[config.mk]
export PLATFORM = sky130hd
export DESIGN_NAME = psum_accumulator
export DESIGN_NICKNAME = d
export VERILOG_FILES = /design/src/rtl/accel_pkg.sv /design/src/rtl/psum_requant.sv /design/src/rtl/psum_accumulator.sv
export SDC_FILE = /design/constraint.sdc
export NUM_CORES = 1
export LEC_CHECK = 0
export BUFFER_PORTS_ARGS = -buffer_cell sky130_fd_sc_hd__buf_2
export CAP_MARGIN = 10
export CORE_AREA = 3 3 88 90
export CTS_CLUSTER_DIAMETER = 150
export DETAILED_ROUTE_END_ITERATION = 7
export DIE_AREA = 0 0 91 93
export PLACE_DENSITY = 0.83
export SETUP_SLACK_MARGIN = 0.05
export SLEW_MARGIN = 10
export SYNTH_ARGS = -nofsm -noshare
export SYNTH_HDL_FRONTEND = slang
export SYNTH_HIERARCHICAL = 1
export SYNTH_SLANG_ARGS = --single-unit
[constraint.sdc]
create_clock -name i_clk -period 4.6 [get_ports i_clk]
set_clock_uncertainty 0.05 [all_clocks]
set_input_delay 0.92 -clock i_clk [delete_from_list [all_inputs] [get_ports i_clk]]
set_output_delay 0.92 -clock i_clk [all_outputs]
set_load 0.01 [all_outputs]
[src/rtl/accel_pkg.sv]
// Shared types and default widths for the accelerator output stages.
// The FSM state type and the accumulator width helper are shared across psum stages.
package accel_pkg;

   typedef enum logic [1:0] {
      ACCUM   = 2'd0,
      REQUANT = 2'd1,
      OUTPUT  = 2'd2
   } state_t;

   localparam int DEF_PROD_WIDTH  = 14;
   localparam int DEF_OUT_WIDTH   = 8;
   localparam int DEF_SHIFT_WIDTH = 5;

   // Growth of log2(chunks) bits makes the running sum overflow-free.
   function automatic int acc_width(input int prod_width, input int num_chunk_max);
      return prod_width + $clog2(num_chunk_max);
   endfunction

endpackage

[src/rtl/psum_requant.sv]
// Round-half-up arithmetic right shift of a partial sum, then clip (PSUM_SAT_EN) or wrap to OUT_WIDTH.
// Latency: combinational.
// Backpressure: none; the caller registers the result.
module psum_requant
   import accel_pkg::*;
#(
   parameter int ACC_WIDTH   = 18,
   parameter int OUT_WIDTH   = DEF_OUT_WIDTH,
   parameter int SHIFT_WIDTH = DEF_SHIFT_WIDTH
) (
   input  logic signed [ACC_WIDTH-1:0]   acc,
   input  logic        [SHIFT_WIDTH-1:0] shift,
   output logic signed [OUT_WIDTH-1:0]   r_clipped,
   output logic                          sat
);

   // One extra bit so adding the rounding bias cannot overflow.
   localparam int RW = ACC_WIDTH + 1;

   logic        [RW-1:0] bias;
   logic signed [RW-1:0] sum;
   logic signed [RW-1:0] rounded;

   always_comb begin
      bias = '0;
      if (shift != '0) begin
         bias = RW'(1) << (shift - SHIFT_WIDTH'(1));
      end
      sum     = {acc[ACC_WIDTH-1], acc} + bias;
      rounded = sum >>> shift;
   end

`ifdef PSUM_SAT_EN
   localparam logic signed [RW-1:0] OUT_MAX = RW'((64'sd1 <<< (OUT_WIDTH - 1)) - 64'sd1);
   localparam logic signed [RW-1:0] OUT_MIN = ~OUT_MAX;

   always_comb begin
      r_clipped = rounded[OUT_WIDTH-1:0];
      sat       = 1'b0;
      if (rounded > OUT_MAX) begin
         r_clipped = OUT_MAX[OUT_WIDTH-1:0];
         sat       = 1'b1;
      end else if (rounded < OUT_MIN) begin
         r_clipped = OUT_MIN[OUT_WIDTH-1:0];
         sat       = 1'b1;
      end
   end
`else
   logic unused_hi;

   assign r_clipped = rounded[OUT_WIDTH-1:0];
   assign sat       = 1'b0;
   assign unused_hi = ^rounded[RW-1:OUT_WIDTH];
`endif

endmodule

[src/rtl/psum_accumulator.sv]
// Accumulates signed chunk dot products and requantizes on the final chunk (clip when PSUM_SAT_EN).
// Latency: final chunk accepted at edge N, result valid for the handshake at edge N+2.
// Backpressure: o_ready low from final chunk until result taken; result held while i_ready low.
module psum_accumulator
   import accel_pkg::*;
#(
   parameter int PROD_WIDTH    = DEF_PROD_WIDTH,
   parameter int NUM_CHUNK_MAX = 16,
   parameter int CNT_WIDTH     = $clog2(NUM_CHUNK_MAX) + 1,
   parameter int ACC_WIDTH     = acc_width(PROD_WIDTH, NUM_CHUNK_MAX),
   parameter int OUT_WIDTH     = DEF_OUT_WIDTH,
   parameter int SHIFT_WIDTH   = DEF_SHIFT_WIDTH
) (
   input  logic                          i_clk,
   input  logic                          i_rst_n,
   input  logic                          i_valid,
   output logic                          o_ready,
   input  logic signed [PROD_WIDTH-1:0]  i_product,
   input  logic                          i_last,
   input  logic        [SHIFT_WIDTH-1:0] i_shift,
   output logic                          o_valid,
   input  logic                          i_ready,
   output logic signed [OUT_WIDTH-1:0]   o_result,
   output logic        [CNT_WIDTH-1:0]   o_chunk_cnt,
   output logic                          o_sat
);

   state_t                       state, state_nxt;
   logic signed [ACC_WIDTH-1:0]  acc;
   logic        [SHIFT_WIDTH-1:0] shift_q;
   logic                         accept;
   logic                         chunk_final;
   logic signed [OUT_WIDTH-1:0]  rq_result;
   logic                         rq_sat;

   assign accept      = i_valid && o_ready;
   // A reduction that never flags i_last is force-closed on its last legal chunk.
   assign chunk_final = i_last || (o_chunk_cnt == CNT_WIDTH'(NUM_CHUNK_MAX - 1));

   always_ff @(posedge i_clk) begin
      if (!i_rst_n) begin
         state <= ACCUM;
      end else begin
         state <= state_nxt;
      end
   end

   always_comb begin
      state_nxt = state;
      o_ready   = 1'b0;
      o_valid   = 1'b0;
      case (state)
         ACCUM: begin
            o_ready = i_rst_n;
            if (accept && chunk_final) begin
               state_nxt = REQUANT;
            end
         end
         REQUANT: begin
            state_nxt = OUTPUT;
         end
         OUTPUT: begin
            o_valid = 1'b1;
            if (i_ready) begin
               state_nxt = ACCUM;
            end
         end
         default: begin
            state_nxt = ACCUM;
         end
      endcase
   end

   always_ff @(posedge i_clk) begin
      if (!i_rst_n) begin
         acc         <= '0;
         o_chunk_cnt <= '0;
         shift_q     <= '0;
         o_result    <= '0;
         o_sat       <= 1'b0;
      end else begin
         case (state)
            ACCUM: begin
               if (accept) begin
                  acc         <= acc + {{(ACC_WIDTH - PROD_WIDTH){i_product[PROD_WIDTH-1]}}, i_product};
                  o_chunk_cnt <= o_chunk_cnt + CNT_WIDTH'(1);
                  if (chunk_final) begin
                     shift_q <= i_shift;
                  end
               end
            end
            REQUANT: begin
               o_result <= rq_result;
               o_sat    <= rq_sat;
            end
            OUTPUT: begin
               if (i_ready) begin
                  acc         <= '0;
                  o_chunk_cnt <= '0;
               end
            end
            default: begin
               acc <= acc;
            end
         endcase
      end
   end

   psum_requant #(
      .ACC_WIDTH   (ACC_WIDTH),
      .OUT_WIDTH   (OUT_WIDTH),
      .SHIFT_WIDTH (SHIFT_WIDTH)
   ) u_requant (
      .acc       (acc),
      .shift     (shift_q),
      .r_clipped (rq_result),
      .sat       (rq_sat)
   );

endmodule

==> impl_metrics.csv <==
group,metric,value,unit
routing,postRouteWirelength,11200,µm
critical_path,arrival,4390,ps
synth,synth_fp_nets,621,
floorplan,core,0.00714,mm²
layout,multi_input_area,0.00320,mm²
routing,drt_first_iter_violations,340,
floorplan,rows,31,
routing,ant_nets,0,
global_routing,grt_pass1_vias,3984,
clocking,clkLatencyLatePin,290,ps
synth,synth_fa_ha_area_share,12.0,%
floorplan,die_height,93,µm
synth,ys.flop_type,"dfxtp_1",
global_routing,grt_pass1_wl,18600,µm
synth,synthMostInstantiatedCell,"nand2_1",
routing,wire_per_inst,16.3,µm
layout,fillerInstances,682,
synth,yosysUniqueCellTypes,71,
clocking,htreeDepth,2,
synth,syn_avg_cell_area,7.50,µm²
floorplan,die_area,0.00846,mm²
synth,synth-edff-count,0,
critical_path,rr_worst_depth,15,
critical_path,reg2reg_to,"o_result[1]",
synth,netlist_area,0.00418,mm²
worst_hold_path,hp-class,"flop to flop",
synth,ys_seq_area_share,18.7,%
sta,fin_crit,4250,ps
placed_design,portBuffers,39,
synth,synth_top_area_cell,"dfxtp_1",
sta,finalCritPeriodShare,92.3,%
power,vdd_drop_max,0.000131,V
floorplan,die_x,91,µm
layout,antennaDiodeCount,0,
clocking,cts_made_buffers,5,
global_routing,track_usage,26.2,%
clocking,post-cts-setup-buffers,0,
sta,timing.fmax,236,MHz
outcome,status,"complete, no violations",
layout,nets,651,
routing,drt-pass1-iter-count,5,
synth,synthTopCellsByCount,"75 x nand2_1, 49 x nor2_1, 45 x a21oi_1, 39 x dfxtp_1, 37 x ha_1",
critical_path,r2r_setup_slack,350,ps
flow_run,maxCapViolations,0,
synth,synth_cells,558,
worst_hold_path,hold_end,"o_result[0]",
layout,stdcell_area,0.00456,mm²
placed_design,place_hpwl,8910,µm
routing,vias,4226,
floorplan,ioPinCount,40,
sta,slew_viol_final,0,
sta,max_slew_margin,58.1,%
clocking,clkTransAtPathRegs,90,ps
power,power_density,250,mW/mm²
clocking,clockBufferDepth,2,
layout,seqCellArea,785,µm²
floorplan,start_util,58.6,%
critical_path,crit_chain,"buf_4 -> nand2b_1 -> nor2_1 -> ha_1 -> and3_1 -> nand2_1 -> a211o_2 -> a311oi_1 -> o22a_1 -> xor2_1 -> mux2_2 -> mux4_2 -> a221o_1 -> nand2_1 -> a21boi_0",
critical_path,worstSetupEndpointType,"flop",
synth,synth-compound-area-share,28.5,%
routing,vias_per_cell,6.14,
global_routing,overflow,0,
global_routing,grt_max_degree,32,
critical_path,crit_path_top_delay_cell,"mux4_2",
critical_path,start_kind,"flop",
critical_path,critical_path_buf_inv_count,1,
critical_path,cpPeakStageDelay,470,ps
critical_path,crit_top_cell,"nand2_1",
layout,drive_gt1_share,15.6,%
global_routing,antenna_found_initial,0,
synth,synth.area.mux_share,4.81,%
synth,ys_top_cells_by_area,"dfxtp_1 19%, ha_1 11%, nand2_1 6.7%",
clocking,clockRootBuffer,"clkbuf_8",
worst_hold_path,min_from,"o_result[0]",
routing,drc,0,
synth,ys_warn_count,6,
power,finalPower,1.14,mW
critical_path,crit_required,4740,ps
worst_hold_path,whs_path_depth,2,
sta,finalSetupViolCount,0,
synth,synth_xor_area_share,7.06,%
critical_path,critPathMaxFanout,13,
sta,fin_tns_setup,0,ps
critical_path,regToRegStartpoint,"shift_q[2]",
sta,hold_violations,0,
placed_design,place.gp.congestion,0.966,
placed_design,placed_area,0.00446,mm²
synth,synthArstFlopShare,0,%
critical_path,critPathTopFamily,"compound AO/OA/AOI/OAI gates",
synth,ys_ff_latch,39,
synth,synthSimpleGateAreaFrac,24.0,%
clocking,cts_tree,"done",
synth,yosysTopAreaCellShare,18.7,%
sta,worst_pin_slew,628,ps
synth,synth_top_family_by_area,"compound AO/OA/AOI/OAI gates",
power,cellLeakagePower,2.04,nW
clocking,clock_sinks,39,
sta,rsz0062_at_grt,"false",
layout,areaGrowthSynthToFinish,8.97,%
critical_path,critical_path_class,"flop to flop",
==> state kept, by name (all words and copies together), names as in the netlist <==
register     flops
o_sat            1
acc             18
shift_q          5
state            2
o_chunk_cnt      5
o_result         8
==> tightest hold or removal path, stage by stage, from the launching register on <==
cell	delay, ps
dfxtp_1	320
nand2_1	40
a21boi_0	60
==> cells in the final DEF (no fill, tap or decap), types with 5 or more instances in the layout <==
cell / count
nand4_1: 8
nand3_1: 10
xnor2_1: 13
inv_1: 18
a21boi_0: 10
buf_2: 39
o22ai_1: 6
o221ai_1: 5
a22oi_1: 6
nand2_1: 75
xor2_1: 17
ha_1: 37
buf_4: 13
a21oi_2: 5
nor2_1: 48
nor3_1: 8
and2_1: 9
and3_1: 5
o21ai_0: 27
mux2i_1: 10
nor2b_1: 16
a21o_1: 17
nand2b_1: 8
a21oi_1: 45
o21ai_1: 6
dfxtp_1: 36
a211oi_1: 6
clkbuf_8: 5
or3_1: 7
==> through the flow <==
stage / util [%] / hold slack (ps) / setup WS (ps) / std cells
after floorplan: - / 397 / 604 / 558
after global placement: 62.5 / 397 / 360 / 680
after detailed placement: 62.5 / 411 / 263 / 680
after CTS: 63.8 / 424 / 244 / 688
after global routing: 63.9 / 453 / 83.0 / 688
final: 63.9 / 416 / 354 / 688
==> area by class of cell <==
type	count	share of cell area, %
clock buffers	5	1.51
clock inverters	3	0.439
inverters	18	1.48
multi-input cells	472	70.2
flip-flops and latches	39	17.2
well taps	99	2.72
repair buffers	52	6.42
==> report_power, final <==
group | switching (mW) | internal (mW) | total [mW]
clock | 0.127 | 0.106 | 0.233
sequential | 0.0331 | 0.367 | 0.400
combinational | 0.296 | 0.213 | 0.509
total | 0.456 | 0.685 | 1.14
==> cell families after synthesis <==
logic type | after synthesis
AOI/OAI and AO/OA | 175
xor gates and xnor gates | 32
adders and majority gates | 39
buffers and inverters | 47
DFF | 39
muxes | 16
other | 1
and+or+nand+nor | 209
==> worst max-delay path by stage <==
stage                    start          end  slack, ps  cells past startpoint
floorplan           shift_q[1]  o_result[1]        600                     17
global route        shift_q[2]  o_result[1]         80                     15
finish              shift_q[2]  o_result[1]        350                     15
detailed placement  shift_q[3]  o_result[1]        260                     15
global placement    shift_q[3]  o_result[1]        360                     15
CTS                 shift_q[3]  o_result[1]        240                     15
==> metal layers <==
metal	vias up	track usage, %	share of wire, %
met4	0	8.54	2.8
met2	151	46.0	49
li1	2081	-	-
met1	1966	33.6	43
met3	28	2.74	4.8
met5	-	0	0
==> timing repair <==
item / 4_1_cts / 5_1_grt
hold endpoints to repair: 0 / 0
endpoints found under the setup margin: 0 / 4
resized for setup: 0 / 6
hold buffers: 0 / 0
No activity file was read; power rests on OpenSTA's default activity.
